--- config.mk ---
export PLATFORM = sky130hd
export DESIGN_NAME = instr_encoder
export DESIGN_NICKNAME = d
export VERILOG_FILES = /design/src/rtl/instr_encoder.sv
export SDC_FILE = /design/constraint.sdc
export NUM_CORES = 1
export LEC_CHECK = 0
export ABC_CLOCK_PERIOD_IN_PS = 7200
export BUFFER_PORTS_ARGS = -buffer_cell sky130_fd_sc_hd__buf_2
export CAP_MARGIN = 15
export CELL_PAD_IN_SITES_DETAIL_PLACEMENT = 1
export CELL_PAD_IN_SITES_GLOBAL_PLACEMENT = 2
export CORE_ASPECT_RATIO = 1.75
export CORE_MARGIN = 2
export CORE_UTILIZATION = 37
export CTS_CLUSTER_SIZE = 8
export DETAILED_ROUTE_END_ITERATION = 8
export GPL_TIMING_DRIVEN = 0
export PLACE_DENSITY = 0.81
export SYNTH_ARGS = -nofsm -noshare
export SYNTH_HDL_FRONTEND = slang
export SYNTH_SLANG_ARGS = --single-unit
--- constraint.sdc ---
create_clock -name clk -period 7.2 [get_ports clk]
set_input_delay 1.44 -clock clk [delete_from_list [all_inputs] [get_ports clk]]
set_output_delay 1.44 -clock clk [all_outputs]
set_load 0.05 [all_outputs]
--- src/rtl/instr_encoder.sv ---
// Symbolic-instruction to MIPS word encoder with byte-address tagging,
// a 2-entry output FIFO and a saturating count of rejected requests.
module instr_encoder #(
  parameter logic [31:0] PC_BASE = 32'h0000_3000,
  parameter int          ERR_W   = 8
) (
  input  logic             clk,
  input  logic             reset,
  input  logic             clear,
  input  logic             in_valid,
  output logic             in_ready,
  input  logic [3:0]       in_kind,
  input  logic [4:0]       in_rs,
  input  logic [4:0]       in_rt,
  input  logic [4:0]       in_rd,
  input  logic [25:0]      in_imm,
  output logic             out_valid,
  input  logic             out_ready,
  output logic [31:0]      out_instr,
  output logic [31:0]      out_addr,
  output logic             err,
  output logic [ERR_W-1:0] err_cnt
);

  localparam logic [3:0] K_ADDU = 4'd0;
  localparam logic [3:0] K_SUBU = 4'd1;
  localparam logic [3:0] K_ORI  = 4'd2;
  localparam logic [3:0] K_LUI  = 4'd3;
  localparam logic [3:0] K_LW   = 4'd4;
  localparam logic [3:0] K_SW   = 4'd5;
  localparam logic [3:0] K_J    = 4'd6;
  localparam logic [3:0] K_JAL  = 4'd7;
  localparam logic [3:0] K_JR   = 4'd8;
  localparam logic [3:0] K_BEQ  = 4'd9;

  logic [1:0]       count_reg, count_next;
  logic             wrPtr_reg, rdPtr_reg;
  logic [31:0]      pc_reg;
  logic             err_reg;
  logic [ERR_W-1:0] errCnt_reg;
  logic [63:0]      fifoMem [2];

  logic [31:0] encWord;
  logic        encLegal;
  logic        accept, push, pop;
  logic        immHiZero, beqFits;

  assign immHiZero = ~|in_imm[25:16];
  // beq offset fits in signed 16 bits only if bits 25..15 are a pure sign extension
  assign beqFits   = (&in_imm[25:15]) || ~|in_imm[25:15];

  always_comb begin
    encWord  = 32'h0;
    encLegal = 1'b1;
    case (in_kind)
      K_ADDU: encWord = {6'h00, in_rs, in_rt, in_rd, 5'h00, 6'h21};
      K_SUBU: encWord = {6'h00, in_rs, in_rt, in_rd, 5'h00, 6'h23};
      K_ORI: begin
        encWord  = {6'h0D, in_rs, in_rt, in_imm[15:0]};
        encLegal = immHiZero;
      end
      K_LUI: begin
        encWord  = {6'h0F, 5'h00, in_rt, in_imm[15:0]};
        encLegal = immHiZero;
      end
      K_LW: begin
        encWord  = {6'h23, in_rs, in_rt, in_imm[15:0]};
        encLegal = immHiZero;
      end
      K_SW: begin
        encWord  = {6'h2B, in_rs, in_rt, in_imm[15:0]};
        encLegal = immHiZero;
      end
      K_J:    encWord = {6'h02, in_imm};
      K_JAL:  encWord = {6'h03, in_imm};
      K_JR:   encWord = {6'h00, in_rs, 15'h0000, 6'h08};
      K_BEQ: begin
        encWord  = {6'h04, in_rs, in_rt, in_imm[15:0]};
        encLegal = beqFits;
      end
      default: encLegal = 1'b0;
    endcase
  end

  // Readiness uses the pre-pop count, so a full FIFO rejects even while draining
  assign in_ready = (count_reg < 2'd2) && !clear;
  assign accept   = in_valid && in_ready;
  assign push     = accept && encLegal;
  assign pop      = out_valid && out_ready;

  always_comb begin
    count_next = count_reg;
    case ({push, pop})
      2'b10:   count_next = count_reg + 2'd1;
      2'b01:   count_next = count_reg - 2'd1;
      default: count_next = count_reg;
    endcase
  end

  always_ff @(posedge clk) begin
    if (!reset) begin
      count_reg  <= 2'd0;
      wrPtr_reg  <= 1'b0;
      rdPtr_reg  <= 1'b0;
      pc_reg     <= PC_BASE;
      err_reg    <= 1'b0;
      errCnt_reg <= '0;
    end else if (clear) begin
      count_reg <= 2'd0;
      wrPtr_reg <= 1'b0;
      rdPtr_reg <= 1'b0;
      pc_reg    <= PC_BASE;
      err_reg   <= 1'b0;
    end else begin
      count_reg <= count_next;
      err_reg   <= accept && !encLegal;
      if (push) begin
        wrPtr_reg <= ~wrPtr_reg;
        pc_reg    <= pc_reg + 32'd4;
      end
      if (pop)
        rdPtr_reg <= ~rdPtr_reg;
      if (accept && !encLegal && !(&errCnt_reg))
        errCnt_reg <= errCnt_reg + 1'b1;
    end
  end

  genvar gi;
  generate
    for (gi = 0; gi < 2; gi++) begin : g_entry
      always_ff @(posedge clk) begin
        if (push && (wrPtr_reg == 1'(gi)))
          fifoMem[gi] <= {encWord, pc_reg};
      end
    end
  endgenerate

  assign out_valid = (count_reg != 2'd0);
  assign out_instr = out_valid ? fifoMem[rdPtr_reg][63:32] : 32'h0;
  assign out_addr  = out_valid ? fifoMem[rdPtr_reg][31:0]  : PC_BASE;
  assign err       = err_reg;
  assign err_cnt   = errCnt_reg;

endmodule

## Word level (Yosys, flattened, before mapping)

Memory sizes are Yosys's and may differ from the RTL's. A register that Yosys moved wholly into a read port is not among the register bits.
Index checks and enable logic that the tools add are counted.
W data, S select, Z words.

- Multiplexer cells: 14
- Equal/unequal tests: 11
- Add/sub/neg operators: 4
- Bitwise gates (word level): 4
- $lt $le $gt $ge: 1
- Reduce and logical (&&, ||, !) cells: 26

Operator list:

| operator | number |
|---|---|
| $pmux W32 S10 | 1 |
| $mux W32 | 2 |
| $mux W64 | 1 |
| $reduce_or A64 Y1 | 1 |
| $add A32 B3 Y32 const B | 1 |
| $eq A4 B3 Y1 const B | 4 |
| $reduce_and A11 Y1 | 1 |
| $reduce_or A11 Y1 | 1 |
| $reduce_or A10 Y1 | 1 |
| $add A8 B1 Y8 const B | 1 |
| $eq A4 B2 Y1 const B | 2 |
| $eq A4 B4 Y1 const B | 2 |
| $logic_and A1 B1 Y1 | 8 |
| $mux W1 | 8 |
| $reduce_and A8 Y1 | 1 |
| $logic_not A1 Y1 | 5 |
| $reduce_or A5 Y1 | 1 |
| $eq A4 B1 Y1 const B | 1 |
| $logic_not A4 Y1 | 1 |
| $not A1 Y1 | 4 |
| $pmux W2 S2 | 1 |
| $reduce_bool A2 Y1 | 2 |
| $reduce_or A4 Y1 | 1 |
| $pmux W1 S3 | 1 |
| 8 further kinds | 8 |

- Memory bits (writable): 128
- Bits of input ports: 50
- Memories kept: 1
- Register bits after elaboration: 45
- Output and inout port bits: 75

Memories:

| name | depth | width | read ports | clocked after Yosys merged registers in | write ports | RTL line | text |
|---|---|---|---|---|---|---|---|
| fifoMem | 2 | 64 | 1 | 1 | 1 | 41 | `logic [63:0] fifoMem [2];` |

## Logic depth before layout (Yosys ltp)

- Word-level depth: 10
- Mapped depth: 9
- Depth with buffers taken out: 8

## Least setup slack after synthesis

No wires, ideal clock.

- Path type: input port to flip-flop
- From: in in_imm[24]
- To: mem fifoMem[0][10], enable pin
- Required time: 6.720 ns
- Setup slack: 1.337 ns
- Setup time: 0.480 ns
- Cell stages on the path: 5
- Arrival time: 5.383 ns
- Cells stage by stage: or4_1 or4_4 a21oi_4 nor2_1 nor2_1

- Longest elaborated chain between the ends: 10
- Elaborated cells between the ends (all ways): 17
- Those cells by class: mux: 7; reduce/logical: 10

RTL lines:

| element | RTL line | text |
|---|---|---|
| from (decl) | 16 | `input logic [25:0] in_imm,` |
| $reduce_or A11 Y1 | 50 | `assign beqFits = (&in_imm[25:15]) \|\| ~\|in_imm[25:15];` |
| $logic_not A1 Y1 | 50 |  |
| $logic_or A1 B1 Y1 | 50 |  |
| $pmux W1 S3 * | 55 | `case (in_kind)` |
| $logic_and A1 B1 Y1 * | 88 | `assign push = accept && encLegal;` |
| $logic_and A1 B1 Y1 | 132 | `if (push && (wrPtr_reg == 1'(gi)))` |
| $mux W1 | 132 |  |
| $mux W1 (not written as such) | 133 | `fifoMem[gi] <= {encWord, pc_reg};` |
| $reduce_or A64 Y1 (no line) | n/a |  |
| $mux W1 (no line) | n/a |  |
| to (decl) | 41 |  |

Mark *: on every way between the ends. The rest lies on a longest branch, timed or not.

## Worst setup path in the final report

- From: in in_kind[0]
- To: mem fifoMem[0][18], enable pin

- Longest elaborated chain between the ends: 9
- Elaborated cells between the ends (all ways): 23
- Those cells by class: eq/ne: 9; mux: 7; reduce/logical: 7

RTL lines:

| element | RTL line | text |
|---|---|---|
| from (decl) | 12 | `input logic [3:0] in_kind,` |
| $eq A4 B4 Y1, or another cell as far along | 55 |  |
| $reduce_or A5 Y1 (no line) or $reduce_or A4 Y1 (tied branches) | n/a |  |
| $pmux W1 S3 * | 55 |  |
| $logic_and A1 B1 Y1 * | 88 |  |
| $logic_and A1 B1 Y1 | 132 |  |
| $mux W1 | 132 |  |
| $mux W1 (not written as such) | 133 |  |
| $reduce_or A64 Y1 (no line) | n/a |  |
| $mux W1 (no line) | n/a |  |

Marked as above.

==> reports/metrics.csv <==
stage,metric,value,unit
cts,clk_lat worst skew,0.43,ns
worst_setup_path,CP top delay family,simple AND/OR/NAND/NOR gates,
outcome,status,"complete, no violations",
worst_setup_path,WP data arrival,4.52,ns
worst_setup_path,worst path cell trace,buf_2 > buf_4 > nand2_1 > nor3_1 > o2111a_1 > nor2_1 > nor2_4 > buf_12,
synth,Post-synth EDFFs,122,
placement,DP Wirelength,14540,µm
synth,Synth Area per Inst,11.84,µm²
synth,"flops & latches, synth",166,
worst_setup_path,crit path max-delay cell type,nor3_1,
timing,RSZ-0062 raised after global routing,false,
final_layout,multi-input logic area,2836,µm²
die,row cnt,69,
final_layout,final-stage net count,834,
cts,CTS hold repair buffers,0,
global_routing,vias in the first global route,5914,
worst_setup_path,reg2reg setup slack,4.50,ns
timing,worst-margin pin slew,1.190,ns
routing,via count,5563,
placement,routability cong.,0.7957,
cts,PostCTS Resize Cnt,0,
synth,post-synthesis async set-or-reset flop share,0,
timing,Max Slew Vio Count,0,
worst_hold_path,Hold WC Path Type,reg -> reg,
worst_setup_path,Worst R2R Start,count_reg[1],
final_layout,share of layout cells above drive strength 1,0.2531,
cts,postcts setup bufs,0,
synth,synth warn,0,
die,Core ar.,20200,µm²
final_layout,Layout Cell Area excl Fill,9091,µm²
final_layout,max FFs per register,122,
cts,Sink Count,166,
timing,Final setup viols,0,
routing,"antenna viol nets, final",0,
routing,drt wl/cell,19.06,µm
timing,Final Hold Fails,0,
worst_setup_path,Worst Path Required,7.31,ns
cts,clock slew at reported path FFs,0.06,ns
worst_setup_path,CP peak stage delay,0.93,ns
placement,Cells after DPL,1010,
worst_setup_path,R2R depth,6,
global_routing,GRT Util Overall,0.1848,
cts,total CTS buffers,17,
worst_setup_path,startpoint types,primary input,
cts,CTS tree,yes,
worst_setup_path,number of stages on the worst setup path,8,
final_layout,fin cells,1042,
global_routing,GRT overflow,0,
cts,CTS H-tree depth,4,
timing,Worst Skew,0.01201,ns
cts,clock root buffer,clkbuf_16,
timing,Final min period,4.403,ns
final_layout,# diodes,0,
routing,Starting DRT DRC Count,230,
worst_setup_path,RR Endpoint,fifoMem[0][18],
final_layout,Area growth syn-to-layout,20.36,%
final_layout,Reg area,4544,µm²
routing,drt pass-1 iters,4,
global_routing,initial antenna violation count,0,
worst_setup_path,CP Capture Type,register,
die,Initial Util,0.3739,
synth,post-synthesis sequential area ratio,0.6016,
worst_hold_path,hold path startpoint,pc_reg[31],
routing,vias per cell,5.339,
die,die area,21620,µm²
worst_setup_path,critical path type,in -> reg,
worst_setup_path,crit-path max FO,33,
cts,clk buf depth,2,
global_routing,wire length of the first global-routing pass,30820,µm
timing,period utilization,0.6115,
run,max_cap viols,0,
synth,Gate Count Post-Synth,638,
synth,Post-synth top flop,edfxtp_1,
synth,post-synthesis cell area,7553,µm²
final_layout,"most common cell after layout, fill and taps aside",buf_2,
placement,placed instance area,8512,µm²
placement,input/output buffers,121,
worst_setup_path,CP startpoint,in_kind[0],
die,Die Y,193.0,µm
synth,Yosys cell types,54,
global_routing,largest net degree at the start of global routing,63,
power,PwrDens,225.1,nW/µm²
power,leak pwr,0.003093,µW
worst_setup_path,crit path buf inv count,3,
die,Die W,112.0,µm
timing,Slew headroom,0.2003,
timing,Achievable Freq,227.1,MHz
die,IO Count,125,
routing,DRC errors left,0,
routing,WL final,19860,µm
final_layout,most frequent cells in the layout,"buf_2, edfxtp_1, mux2i_1, nor2_1, nand2_1",
final_layout,# fillers,2235,
worst_setup_path,Critical path destination,fifoMem[0][18],
power,worst vdd ir,0.1130,mV
area by class of cell:
cell class,instances,share of cell area
Sequential cell,166,0.4999
Multi-Input combinational cell,430,0.3120
Timing Repair Buffer,122,0.06881
Clock buffer,18,0.04721
Tap cell,248,0.03413
Buffer,37,0.01858
Clock inverter,14,0.01652
Inverter,7,0.002890
cell families after synthesis:
logic type / count (synthesis) / synth area share
compound gates: 90 / 0.08034
xor+xnor: 3 / 0.003479
fa+ha+maj: 3 / 0.004970
buf+inv: 44 / 0.02584
flops: 166 / 0.6016
mux: 94 / 0.1247
other cells: 1 / 0.0004965
simple gates: 237 / 0.1585
worst min-delay path by stage:
| stage | slack, ns | cells past startpoint | end |
|---|---|---|---|
| after floorplan | 0.44 | 0 | fifoMem[0][31] |
| after CTS | 0.51 | 2 | pc_reg[31] |
| after detailed placement | 0.50 | 2 | pc_reg[31] |
| after global placement | 0.47 | 2 | err_cnt[6] |
| after global routing | 0.53 | 0 | fifoMem[0][30] |
| final | 0.50 | 2 | pc_reg[31] |
cell usage after synthesis, types with 7 or more instances:
library cell	number	area [µm²]
nand4_1	14	87.58
nand2_1	46	172.7
mux2i_1	93	930.9
and2_1	11	68.82
buf_1	8	30.03
a22o_1	10	87.58
inv_1	7	26.28
nor2_1	83	311.6
dfxtp_1	44	880.8
nor3_1	9	45.04
o21ai_0	18	90.09
a21oi_1	30	150.1
or2_2	23	143.9
clkbuf_1	17	63.81
edfxtp_1	122	3664
nand3_1	18	90.09
worst register-to-register path: stages, from the launching register on:
cell and delay, ns:
dfxtp_1 0.36, or3b_1 0.39, buf_2 0.20, a21oi_4 0.23, nor2_1 0.15, nor2_4 0.73
buf_12 0.30
power by group:
part           switching [µW]  internal [µW]
combinational            82.1           40.5
clock                     377            513
sequential               2.70           1030
total                     462           1580
per-stage QoR:
stage	hold WS, ns	power, µW	setup WS, ns	TNS (ns)	util
final	0.5047	2047	2.797	0	0.4500
after global routing	0.5285	2112	2.553	0	0.4500
after CTS	0.5065	2074	2.769	0	0.4500
after detailed placement	0.4971	1178	2.311	0	0.4213
after global placement	0.4691	1173	-0.6828	-41.31	0.4196
after floorplan	0.4398	1132	1.337	0	-
per-layer routing:
layer | GRT usage | vias up | share of wire
li1 | - | 2620 | -
met2 | 0.3723 | 118 | 0.58
met4 | 0.08818 | 0 | 0.030
met3 | 0.03095 | 33 | 0.026
met5 | 0 | - | 0
met1 | 0.1795 | 2792 | 0.36
Power figures use the tool's default switching activity.
